<file path="config.mk">
export PLATFORM = sky130hd
export DESIGN_NAME = mcs51_uart_peer
export DESIGN_NICKNAME = d
export VERILOG_FILES = /design/src/rtl/mcs51_uart_peer.sv
export SDC_FILE = /design/constraint.sdc
export NUM_CORES = 1
export LEC_CHECK = 0
export BUFFER_PORTS_ARGS = -buffer_cell sky130_fd_sc_hd__buf_4
export CORE_MARGIN = 2
export CORE_UTILIZATION = 54
export CTS_BUF_LIST = sky130_fd_sc_hd__clkbuf_8
export CTS_CLUSTER_SIZE = 8
export DETAILED_ROUTE_END_ITERATION = 10
export PLACE_DENSITY = 0.77
export SLEW_MARGIN = 20
export SYNTH_ARGS = -nofsm -noshare
export SYNTH_HDL_FRONTEND = slang
export SYNTH_SLANG_ARGS = --single-unit
</file>
<file path="constraint.sdc">
create_clock -name clk -period 1.8 [get_ports clk]
set_clock_uncertainty 0.1 [all_clocks]
set_input_delay 0.18 -clock clk [delete_from_list [all_inputs] [get_ports clk]]
set_output_delay 0.18 -clock clk [all_outputs]
set_load 0.05 [all_outputs]
</file>
<file path="src/rtl/mcs51_uart_peer.sv">
// mcs51_uart_peer: off-chip UART transceiver facing the 8051 serial pins.
// Decodes frames arriving on rxd_in (MCU TXD) and generates frames on
// txd_out (MCU RXD). Mode 1 uses 10-bit frames; modes 2/3 add a 9th bit.
// Ports:
//   clk, reset_n                 clock, asynchronous active-low reset
//   nine_bit                     frame format, latched at each frame start
//   rxd_in / txd_out             serial lines (txd_out idles high)
//   tx_valid/tx_ready/tx_data/tx_bit9/tx_done      transmit handshake
//   rx_valid/rx_ready/rx_data/rx_bit9/rx_frame_err  receive handshake
//   rx_overrun                   sticky frame-dropped flag
module mcs51_uart_peer #(
  parameter int unsigned CLKS_PER_BIT = 32
) (
  input  logic       clk,
  input  logic       reset_n,
  input  logic       nine_bit,
  input  logic       rxd_in,
  output logic       txd_out,
  input  logic       tx_valid,
  output logic       tx_ready,
  input  logic [7:0] tx_data,
  input  logic       tx_bit9,
  output logic       tx_done,
  output logic       rx_valid,
  input  logic       rx_ready,
  output logic [7:0] rx_data,
  output logic       rx_bit9,
  output logic       rx_frame_err,
  output logic       rx_overrun
);

  localparam int unsigned TW = (CLKS_PER_BIT > 1) ? $clog2(CLKS_PER_BIT) : 1;
  localparam logic [TW-1:0] T_FULL = TW'(CLKS_PER_BIT - 1);
  localparam logic [TW-1:0] T_HALF = TW'(CLKS_PER_BIT / 2 - 1);
  localparam logic [TW-1:0] T_ONE  = TW'(1);
  localparam logic [TW-1:0] T_ZERO = TW'(0);

  typedef enum logic [2:0] {S_IDLE, S_START, S_DATA, S_BIT9, S_STOP} state_t;

  // ---------------- transmitter ----------------
  state_t          tx_state_q, tx_state_d;
  logic [TW-1:0]   tx_timer_q, tx_timer_d;
  logic [2:0]      tx_cnt_q, tx_cnt_d;
  logic [7:0]      tx_shift_q, tx_shift_d;
  logic            tx_b9_q, tx_b9_d;
  logic            tx_nine_q, tx_nine_d;
  logic            txd_q, txd_d;
  logic            tx_ready_q, tx_ready_d;
  logic            tx_done_q, tx_done_d;

  // TX state register
  always_ff @(posedge clk or negedge reset_n) begin
    if (!reset_n) begin
      tx_state_q <= S_IDLE;
      tx_timer_q <= T_ZERO;
      tx_cnt_q   <= 3'd0;
      tx_shift_q <= 8'd0;
      tx_b9_q    <= 1'b0;
      tx_nine_q  <= 1'b0;
      txd_q      <= 1'b1;
      tx_ready_q <= 1'b1;
      tx_done_q  <= 1'b0;
    end else begin
      tx_state_q <= tx_state_d;
      tx_timer_q <= tx_timer_d;
      tx_cnt_q   <= tx_cnt_d;
      tx_shift_q <= tx_shift_d;
      tx_b9_q    <= tx_b9_d;
      tx_nine_q  <= tx_nine_d;
      txd_q      <= txd_d;
      tx_ready_q <= tx_ready_d;
      tx_done_q  <= tx_done_d;
    end
  end

  // TX next state: txd_d is the level for the next bit period, set on the
  // cycle the current period expires so the line changes exactly on time.
  always_comb begin
    tx_state_d = tx_state_q;
    tx_timer_d = tx_timer_q;
    tx_cnt_d   = tx_cnt_q;
    tx_shift_d = tx_shift_q;
    tx_b9_d    = tx_b9_q;
    tx_nine_d  = tx_nine_q;
    txd_d      = txd_q;
    tx_ready_d = tx_ready_q;
    tx_done_d  = 1'b0;
    if (tx_state_q == S_IDLE) begin
      if (tx_valid && tx_ready_q) begin
        tx_shift_d = tx_data;
        tx_b9_d    = tx_bit9;
        tx_nine_d  = nine_bit;
        tx_timer_d = T_FULL;
        txd_d      = 1'b0;
        tx_ready_d = 1'b0;
        tx_state_d = S_START;
      end
    end else if (tx_timer_q != T_ZERO) begin
      tx_timer_d = tx_timer_q - T_ONE;
      // registered pulse must land on the final stop cycle
      if (tx_state_q == S_STOP && tx_timer_q == T_ONE) tx_done_d = 1'b1;
    end else begin
      tx_timer_d = T_FULL;
      case (tx_state_q)
        S_START: begin
          tx_cnt_d   = 3'd0;
          txd_d      = tx_shift_q[0];
          tx_state_d = S_DATA;
        end
        S_DATA: begin
          if (tx_cnt_q == 3'd7) begin
            txd_d      = tx_nine_q ? tx_b9_q : 1'b1;
            tx_state_d = tx_nine_q ? S_BIT9 : S_STOP;
          end else begin
            tx_cnt_d   = tx_cnt_q + 3'd1;
            tx_shift_d = {1'b0, tx_shift_q[7:1]};
            txd_d      = tx_shift_q[1];
          end
        end
        S_BIT9: begin
          txd_d      = 1'b1;
          tx_state_d = S_STOP;
        end
        default: begin
          tx_ready_d = 1'b1;
          tx_state_d = S_IDLE;
        end
      endcase
    end
  end

  // ---------------- receiver ----------------
  logic            rx_sync1_q, rx_sync2_q, rx_prev_q;
  state_t          rx_state_q, rx_state_d;
  logic [TW-1:0]   rx_timer_q, rx_timer_d;
  logic [2:0]      rx_cnt_q, rx_cnt_d;
  logic [7:0]      rx_shift_q, rx_shift_d;
  logic            rx_b9s_q, rx_b9s_d;
  logic            rx_nine_q, rx_nine_d;
  logic            rx_valid_q, rx_valid_d;
  logic [7:0]      rx_data_q, rx_data_d;
  logic            rx_bit9_q, rx_bit9_d;
  logic            rx_ferr_q, rx_ferr_d;
  logic            rx_ovr_q, rx_ovr_d;
  logic            rx_cur_c;

  assign rx_cur_c = rx_sync2_q;

  // RX synchronizer and state register
  always_ff @(posedge clk or negedge reset_n) begin
    if (!reset_n) begin
      rx_sync1_q <= 1'b1;
      rx_sync2_q <= 1'b1;
      rx_prev_q  <= 1'b1;
      rx_state_q <= S_IDLE;
      rx_timer_q <= T_ZERO;
      rx_cnt_q   <= 3'd0;
      rx_shift_q <= 8'd0;
      rx_b9s_q   <= 1'b0;
      rx_nine_q  <= 1'b0;
      rx_valid_q <= 1'b0;
      rx_data_q  <= 8'd0;
      rx_bit9_q  <= 1'b0;
      rx_ferr_q  <= 1'b0;
      rx_ovr_q   <= 1'b0;
    end else begin
      rx_sync1_q <= rxd_in;
      rx_sync2_q <= rx_sync1_q;
      rx_prev_q  <= rx_sync2_q;
      rx_state_q <= rx_state_d;
      rx_timer_q <= rx_timer_d;
      rx_cnt_q   <= rx_cnt_d;
      rx_shift_q <= rx_shift_d;
      rx_b9s_q   <= rx_b9s_d;
      rx_nine_q  <= rx_nine_d;
      rx_valid_q <= rx_valid_d;
      rx_data_q  <= rx_data_d;
      rx_bit9_q  <= rx_bit9_d;
      rx_ferr_q  <= rx_ferr_d;
      rx_ovr_q   <= rx_ovr_d;
    end
  end

  // RX next state: half-bit delay after the edge, then sample mid-bit
  always_comb begin
    rx_state_d = rx_state_q;
    rx_timer_d = rx_timer_q;
    rx_cnt_d   = rx_cnt_q;
    rx_shift_d = rx_shift_q;
    rx_b9s_d   = rx_b9s_q;
    rx_nine_d  = rx_nine_q;
    rx_valid_d = rx_valid_q;
    rx_data_d  = rx_data_q;
    rx_bit9_d  = rx_bit9_q;
    rx_ferr_d  = rx_ferr_q;
    rx_ovr_d   = rx_ovr_q;
    if (rx_valid_q && rx_ready) rx_valid_d = 1'b0;
    if (rx_state_q == S_IDLE) begin
      if (rx_prev_q && !rx_cur_c) begin
        rx_timer_d = T_HALF;
        rx_nine_d  = nine_bit;
        rx_b9s_d   = 1'b0;
        rx_cnt_d   = 3'd0;
        rx_state_d = S_START;
      end
    end else if (rx_timer_q != T_ZERO) begin
      rx_timer_d = rx_timer_q - T_ONE;
    end else begin
      rx_timer_d = T_FULL;
      case (rx_state_q)
        S_START: begin
          rx_state_d = rx_cur_c ? S_IDLE : S_DATA;
        end
        S_DATA: begin
          rx_shift_d = {rx_cur_c, rx_shift_q[7:1]};
          if (rx_cnt_q == 3'd7) rx_state_d = rx_nine_q ? S_BIT9 : S_STOP;
          else                  rx_cnt_d   = rx_cnt_q + 3'd1;
        end
        S_BIT9: begin
          rx_b9s_d   = rx_cur_c;
          rx_state_d = S_STOP;
        end
        default: begin
          rx_state_d = S_IDLE;
          // a same-cycle accept frees the holding slot for the new frame
          if (!rx_valid_q || rx_ready) begin
            rx_valid_d = 1'b1;
            rx_data_d  = rx_shift_q;
            rx_bit9_d  = rx_nine_q & rx_b9s_q;
            rx_ferr_d  = ~rx_cur_c;
          end else begin
            rx_ovr_d   = 1'b1;
          end
        end
      endcase
    end
  end

  assign txd_out      = txd_q;
  assign tx_ready     = tx_ready_q;
  assign tx_done      = tx_done_q;
  assign rx_valid     = rx_valid_q;
  assign rx_data      = rx_data_q;
  assign rx_bit9      = rx_bit9_q;
  assign rx_frame_err = rx_ferr_q;
  assign rx_overrun   = rx_ovr_q;

endmodule

</file>
Yosys cells after proc, flatten, opt, wreduce, memory -nomap -nowiden
Index checks and enable logic that the tools add are counted.
{ "op_classes": {"add_sub_neg": 4, "eq_ne": 20, "muxes": 52, "n_bitwise": 8, "n_reduce_logical": 31} }
{ "op_table": {"columns": ["op", "n"], "rows": [
  ["$mux 3", 16],
  ["$mux 8", 5],
  ["$mux 5", 6],
  ["$mux 1", 20],
  ["$reduce_and 4->1", 5],
  ["$pmux 3 s3", 2],
  ["$reduce_and 3->1", 6],
  ["$eq 3x2->1 const B", 4],
  ["$ne 2x2->1 const B", 5],
  ["$reduce_bool 5->1", 2],
  ["$sub 5x1->5 const B", 2],
  ["$eq 3x3->1 const B", 3],
  ["$reduce_bool 2->1", 4],
  ["$not 1->1", 7],
  ["$add 3x1->3 const B", 2],
  ["$eq 3x1->1 const B", 2],
  ["$logic_not 3->1", 2],
  ["$ne 2x1->1 const B", 3],
  ["$ne 3x3->1 const B", 2],
  ["$pmux 3 s2", 1],
  ["$reduce_or 3->1", 2],
  ["$eq 5x1->1 const B", 1],
  ["$logic_and 1x1->1", 4],
  ["$reduce_and 2->1", 2],
  ["other kinds (6)", 7]
]} }
{ "word_totals": {"ff_bits": 60, "inputBits": 15, "output_inout_bits": 15, "elab_cells": 138} }

Depth between registers and ports, before layout
Gate-level depths: netlist of the first run.
{ "logic_depth": {"depth_word": 6, "mapped_depth": 7, "ltp_nobuf": 6} }

Least setup slack after synthesis of the first run
Ideal clock, no wire load.
{ "synth_timing": {"kind": "register -> register", "startpoint": "register rx_timer_q[0]", "endpoint": "register rx_b9s_q", "n_path_buf": 1, "path_stages_with_launch": 8, "period_less_slack_ns": 1.892, "path_slack_ns": -0.092, "required_ns": 1.578, "arrival_ns": 1.671, "cell_sequence": "dfrtp_1 inv_1 ha_1 or4b_1 clkbuf_2 nor3_2 o22ai_1 a32o_1"} }
{ "synth_between": {"elab_chain_len": 3} }
{ "synth_rtl": {"columns": ["element", "line_no", "text"], "rows": [
  ["start: declaration", "135", "logic [TW-1:0] rx_timer_q, rx_timer_d;"],
  ["start signal: assignment", "171", "rx_timer_q <= rx_timer_d;"],
  ["$reduce_bool 5->1", "206", "end else if (rx_timer_q != T_ZERO) begin"],
  ["$ne 2x2->1 (no line)", null, null],
  ["$reduce_and 3->1 (no line)", null, null],
  ["end signal: assignment", "174", "rx_b9s_q <= rx_b9s_d;"],
  ["end: declaration", "138", "logic rx_b9s_q, rx_b9s_d;"]
]} }
No other way between the ends.
A chain may end at the register's enable or synchronous reset.

Final worst setup path of the first run
{ "layout_timing": {"startpoint": "register rx_timer_q[1]", "endpoint": "register rx_data_q[7], in the netlist rx_data[7]"} }
{ "layout_between": {"elab_chain_len": 3} }
{ "layout_rtl": {"columns": ["element", "line_no", "text"], "rows": [
  ["$reduce_bool 5->1", "206", null],
  ["$not 1->1 (no line)", null, null],
  ["$reduce_and 4->1 (no line)", null, null],
  ["end signal: assignment", "177", "rx_data_q <= rx_data_d;"],
  ["end: declaration", "141", "logic [7:0] rx_data_q, rx_data_d;"]
]} }
No other way between the ends.

==> key figures, run 1 <==
Status
  • Status: complete, but fails checks
  • Failing checks: setup timing

Logic synthesis
  • Post-synthesis compound-gate area fraction: 15.4%
  • Ys flop type: dfrtp_1
  • Seq/Total Area, Yosys: 55.2%
  • Synth Area in Simple Gates: 14.2%
  • Synth cell count leaders: dfrtp_1 (55), mux2_2 (20), nand2_1 (15)
  • Area share of the largest cell type after synthesis: 50.4%
  • Top post-synthesis cells by area: dfrtp_1 (50%), mux2_2 (8.2%), dfstp_2 (4.8%)
  • Post-Syn Area per Cell: 11.8 um2
  • Adder-Cell Fraction of Synth Area: 3.66%
  • Largest family of logic cells by synthesized area: compound AO/OA/AOI/OAI gates
  • Synth Net Count: 254
  • Cells after Synth: 231
  • Most numerous cell in the Yosys netlist: dfrtp_1
  • Count of warnings emitted by yosys: 0
  • Fraction of registers with async set/reset: 100%
  • Distinct cell type count after synthesis: 46
  • Post-synthesis xor/xnor area fraction: 0.321%
  • Syn Std Cell Area: 0.00273 mm2
  • Dominant cell type by area after synthesis: dfrtp_1
  • Seq cells post-synth: 60
  • Multiplexer area fraction after synthesis: 8.75%
  • EDFF count, synth: 0

Clock network
  • H-tree levels: 3
  • Clock sinks: 60
  • Clock Path Buffers: 2
  • Worst-path clk slew: 0.06 ns
  • Worst-Skew Late Latency: 0.34 ns
  • Root Buffer: clkbuf_8
  • TritonCTS Buffers: 9
  • CTS tree: built

STA
  • Final worst-path cycle share: 102%
  • Final hold vios: 0
  • RSZ-0062 raised after global routing: true
  • Final setup viols: 9
  • Worst hold slack: 0.0302 ns
  • Post-route setup TNS: -0.218 ns
  • Worst Tran Pin Value: 0.745 ns
  • Slew HR: 50.3%
  • Final critical-path required period: 1.83 ns
  • Final worst slack: -0.0338 ns
  • Max-slew violations: 0
  • Peak Freq: 0.545 GHz

Critical path
  • Worst path cell trace: inv_2 > ha_4 > nor4b_4 > nand3_2 > buf_6 > mux2_2
  • Crit path DAT: 1.95 ns
  • Largest fanout on the critical path: 6
  • Worst setup EP type: register
  • Count of buffer and inverter cells on the critical path: 2
  • Cell family with the largest share of critical-path delay: simple AND/OR/NAND/NOR gates
  • Max stage delay on crit path: 0.40 ns
  • CP required: 1.92 ns
  • Startpoint Class: register
  • WS Path Type: register to register
  • Slowest CP cell: dfrtp_1

Pwr
  • Pwr dens: 1240 mW/mm2
  • Worst VDD drop: 0.880 mV
  • Reg power frac: 41.8%
  • Comb power frac: 31.0%
  • Net Sw Frac: 31.8%
  • Total power: 4.50 mW
  • Leak Pwr: 1.68 nW
  • Switch Pwr: 1.43 mW
  • Internal Power: 3.07 mW
  • Part of the power in the clock network: 27.2%

Drt
  • Drt via density: 5.50
  • DRT antenna net count: 0
  • DRT iter0 DRCs: 126
  • DR pass1 iterations: 4
  • Vias: 2039
  • Drt drc: 0
  • Total wire length: 5.60 mm
  • WL per Instance: 15.1 um

Placed design
  • GPL Wtd Cong: 0.791
  • Cells after DPL: 344
  • Post-place setup slack: -0.0180 ns
  • Buffers added on ports: 29
  • Hpwl dp: 3.60 mm

Floorplanning
  • Starting Density: 57.1%
  • Die Area: 0.00564 mm2
  • Die W: 75.1 um
  • Row count: 25
  • Die Y: 75.1 um
  • Total I/O pin count: 30
  • CORE AREA: 0.00479 mm2

Final layout
  • Layout Cells excl Fill: 371
  • Share of cells above drive strength 1: 41.4%
  • Ant diodes: 0
  • Area delta synth->final: 32.5%
  • NumNets Final: 322

Global route
  • Total GRT Usage: 22.1%
  • Vias in the first global route: 1988
  • Pin count of the biggest net entering global routing: 61
  • First-pass GRT wire length: 9.16 mm
  • Gr ovfl total: 0
  • Initial antenna violation count: 0

Min path
  • HP Class: primary input to register

Run
  • Total of max-cap violations: 0
[layout make-up]
| class | instances | area [um2] |
|---|---|---|
| clock buffers | 12 | 165 |
| clock inverters | 4 | 41.3 |
| fillers | 320 | 1170 |
| inverters | 7 | 26.3 |
| multi-input cells | 154 | 1260 |
| flip-flops and latches | 60 | 1510 |
| well taps | 67 | 83.8 |
| repair buffers | 67 | 538 |
[power groups by stage]
| stage | sequential (mW) | clock (mW) | combinational, mW |
|---|---|---|---|
| global route | 1.92 | 1.30 | 1.55 |
| CTS | 1.86 | 1.26 | 1.25 |
| global placement | 1.87 | 0 | 1.18 |
| detailed placement | 1.88 | 0 | 1.21 |
| floorplan | 1.89 | 0 | 0.709 |
| finish | 1.88 | 1.23 | 1.40 |
[metrics by stage]
step	area (um2)	utilization (%)
CTS	3480	72.7
finish	3620	75.6
global route	3620	75.6
floorplan	2740	-
detailed placement	3200	66.9
global placement	3200	66.9
[cell families (layout without fill, tap and decap cells)]
family,count (synthesis),after routing
simple gates,66,66
xor+xnor,1,1
fa+ha+maj,8,8
flops,60,60
mux,21,21
buf+inv,17,90
compound gates,58,58
[state kept, by name (all words and copies together), names as in the netlist, 3 cells and up]
| name | flops |
|---|---|
| tx_timer_q | 5 |
| rx_shift_q | 8 |
| tx_shift_q | 8 |
| rx_state_q | 3 |
| tx_state_q | 3 |
| rx_data | 8 |
| rx_timer_q | 5 |
| rx_cnt_q | 3 |
| tx_cnt_q | 3 |
[layout by cell type (no fill, tap or decap), types with 5 or more instances in the layout]
| cell type | instances |
|---|---|
| nand2_1 | 13 |
| mux2_2 | 19 |
| dlygate4sd3_1 | 5 |
| nor2b_1 | 5 |
| dfstp_2 | 5 |
| nand3_1 | 5 |
| clkbuf_8 | 12 |
| buf_6 | 6 |
| nor3_1 | 9 |
| dfrtp_1 | 55 |
| o21ai_0 | 11 |
| buf_4 | 56 |
| inv_1 | 6 |
| nor2_1 | 10 |
| o21a_1 | 6 |
| a21oi_1 | 9 |
| a22o_1 | 7 |
| o22a_1 | 6 |
[final timing paths]
check / to / slack (ns) / from / depth (start not counted)
max: rx_data[7] / -0.03 / rx_timer_q[1] / 6
min: tx_shift_q[6] / 0.03 / tx_data[6] / 2
max reg2reg: rx_data[7] / -0.03 / rx_timer_q[1] / 6
min reg2reg: rx_cur_c / 0.26 / rx_sync1_q / 0
max in group asynchronous: tx_timer_q[0] / 0.76 / reset_n / 2
min in group asynchronous: tx_shift_q[4] / 0.35 / reset_n / 2
[metal layers]
layer | wire, um | share of wire [%] | vias up | GRT usage, %
met5 | 0 | 0 | - | 0
met4 | 72 | 1.3 | 0 | 10.1
met3 | 241 | 4.3 | 5 | 5.09
met2 | 2670 | 48 | 45 | 32.5
met1 | 2610 | 47 | 1011 | 31.4
li1 | - | - | 978 | -
[what timing repair did]
action                                 CTS  global route
buffers inserted                         0             5
endpoints found under the hold margin   60             0
pin swaps                                0             8
cloned                                   0             1
setup endpoints to repair               18            32
hold buffers                             5             0
gates resized for setup                  4            27
[worst reg2reg max path, cell delays in order (launching register included)]
cell and delay (ns):
dfrtp_1 0.40, inv_2 0.08, ha_4 0.15, nor4b_4 0.38, nand3_2 0.18, buf_6 0.17, mux2_2 0.27
No activity file was read; power rests on OpenSTA's default activity.
==> run 2: changes to the inputs <==
Settings changed: CORE_UTILIZATION 54 to 60, PLACE_DENSITY 0.77 to 0.81.
Clock period 1.8 ns to 2.1 ns, I/O delays scaled along.
==> key figures, run 2 (synthesized netlist as in run 1, its figures left out) <==
Global route
  • Initial antenna violation count: 0 (unchanged)
  • Vias in the first global route: 1914 (-3.7%)
  • First-pass GRT wire length: 8.80 mm (-3.8%)
  • Total GRT Usage: 22.9% (+0.83 points)
  • Gr ovfl total: 0 (unchanged)
  • Pin count of the biggest net entering global routing: 61 (unchanged)

STA
  • Post-route setup TNS: 0 ns (+0.218 ns)
  • Max-slew violations: 0 (unchanged)
  • Final worst-path cycle share: 91.0% (-11 points)
  • Final setup viols: 0 (-9)
  • RSZ-0062 raised after global routing: false
  • Final worst slack: 0.188 ns (+0.222 ns)
  • Final hold vios: 0 (unchanged)
  • Peak Freq: 0.523 GHz (-4.1%)
  • Worst Tran Pin Value: 0.741 ns (-0.00397 ns)
  • Final critical-path required period: 1.91 ns (+0.0778 ns)
  • Slew HR: 50.6% (+0.26 points)
  • Worst hold slack: 0.0161 ns (-0.0141 ns)

Drt
  • Drt drc: 0 (unchanged)
  • DRT antenna net count: 0 (unchanged)
  • Total wire length: 4.98 mm (-11%)
  • DRT iter0 DRCs: 130 (+3.2%)
  • DR pass1 iterations: 4 (unchanged)
  • Drt via density: 5.73 (+4.3%)
  • WL per Instance: 15.1 um (+0.28%)
  • Vias: 1886 (-7.5%)

Clock network
  • Root Buffer: clkbuf_8
  • Worst-Skew Late Latency: 0.33 ns (about the same)
  • Clock sinks: 60 (unchanged)
  • Clock Path Buffers: 2 (unchanged)
  • H-tree levels: 3 (unchanged)
  • Post-CTS setup buffers: 0 (unchanged)
  • Hold buffers post-CTS: 2 (-3)
  • TritonCTS Buffers: 9 (unchanged)
  • CTS tree: built
  • Post-cts repair resize count: 0 (-4)
  • Worst-path clk slew: 0.07 ns (about the same)

Floorplanning
  • Die Area: 0.00511 mm2 (-9.5%)
  • Die W: 71.5 um (-4.9%)
  • Die Y: 71.5 um (-4.9%)
  • CORE AREA: 0.00438 mm2 (-8.4%)
  • Total I/O pin count: 30 (unchanged)
  • Starting Density: 62.3% (+5.2 points)
  • Row count: 24 (-4.0%)

Pwr
  • Reg power frac: 46.4% (+4.6 points)
  • Comb power frac: 24.0% (-7.0 points)
  • Net Sw Frac: 32.2% (+0.43 points)
  • Part of the power in the clock network: 29.6% (+2.4 points)
  • Leak Pwr: 1.54 nW (-8.6%)
  • Switch Pwr: 1.13 mW (-21%)
  • Internal Power: 2.37 mW (-23%)
  • Worst VDD drop: 0.648 mV (-26%)
  • Pwr dens: 1070 mW/mm2 (-14%)

Final layout
  • Commonest non-fill, non-tap cells in the layout: dfrtp_1 (55), buf_4 (38), mux2_2 (20)
  • NumNets Final: 295 (-8.4%)
  • Commonest non-fill, non-tap cell in the layout: dfrtp_1
  • Share of cells above drive strength 1: 31.4% (-10 points)
  • Area delta synth->final: 19.5%
  • Layout Cells excl Fill: 329 (-11%)
  • Ant diodes: 0 (unchanged)

Min path
  • HP Class: primary input to register
  • Hold Path Origin: tx_bit9

Placed design
  • Post-place setup slack: 0.179 ns (+0.197 ns)
  • Hpwl dp: 3.52 mm (-2.2%)
  • Buffers added on ports: 29 (unchanged)
  • Cells after DPL: 311 (-9.6%)
  • GPL Wtd Cong: 0.770 (-2.6%)

Critical path
  • Max stage delay on crit path: 0.41 ns (about the same)
  • Setup crit start: tx_timer_q[0]
  • Worst setup EP type: register
  • Largest fanout on the critical path: 9 (+3)
  • CP required: 2.22 ns (+0.30 ns)
  • Slowest CP cell: mux2i_2
  • Worst path cell trace: inv_1 > ha_1 > nor4b_4 > buf_4 > mux2i_2 > nor2_1 > a22o_1
  • Startpoint Class: register
  • Crit path DAT: 2.03 ns (+0.08 ns)
  • Worst r2r src: tx_timer_q[0]
  • WS Path Type: register to register

Status
  • Status: finished clean

Run
  • Total of max-cap violations: 0 (unchanged)
## run 2: changes by cell type in the layout (fill, tap and decap cells not counted), sizes merged
cell and delta:
dlygate4sd3 -3, inv -2, clkinv +2, clkbuf -1, buf -24, clkinvlp +1
## run 2: critical path: cells and delay by family (launching register included)
| kind | cells | cell delay [ns] |
|---|---|---|
| mux | 1 | 0.41 |
| flops | 1 | 0.39 |
| buf+inv | 2 | 0.25 |
| simple gates | 2 | 0.23 |
| fa+ha+maj | 1 | 0.22 |
| compound gates | 1 | 0.19 |
## run 2: through the flow
step                      util (%)  cell area (um2)  power (mW)
after global placement        69.4             3040        2.43
after CTS                     74.5             3260        3.53
after global routing          74.5             3260        3.72
after detailed placement      69.4             3040        2.48
after floorplan                  -             2730        2.22
final                         74.5             3260        3.50
## run 2: final cells by class
cell class	instances	area, um2
Inverter	7	26.3
Clock buffer	11	151
Sequential cell	60	1510
Tap cell	52	65.1
Multi-Input combinational cell	154	1160
Fill cell	302	1120
Clock inverter	5	51.3
Timing Repair Buffer	40	305
## run 2: final timing paths
| check | endpoint | slack, ns | cells after the start |
|---|---|---|---|
| max in group asynchronous | tx_b9_q | 1.03 | 2 |
| min in group asynchronous | tx_timer_q[3] | 0.38 | 2 |
| hold reg to reg | rx_cur_c | 0.26 | 0 |
| hold / removal | tx_b9_q | 0.02 | 2 |
| setup reg to reg | tx_state_q[0] | 0.19 | 7 |
| setup / recovery | tx_state_q[0] | 0.19 | 7 |
## run 2: power by group through the flow
stage / Combinational (mW) / Clock (mW) / Sequential (mW)
floorplan: 0.602 / 0 / 1.62
global placement: 0.809 / 0 / 1.62
detailed placement: 0.844 / 0 / 1.64
CTS: 0.848 / 1.06 / 1.62
global route: 0.950 / 1.11 / 1.66
finish: 0.840 / 1.04 / 1.62
## run 2: metal layers
metal / part of all wire (%) / global-route usage (%)
met5: 0 / 0
met4: 1.9 / 11.1
met1: 47 / 31.8
met3: 3.2 / 6.75
met2: 47 / 33.3
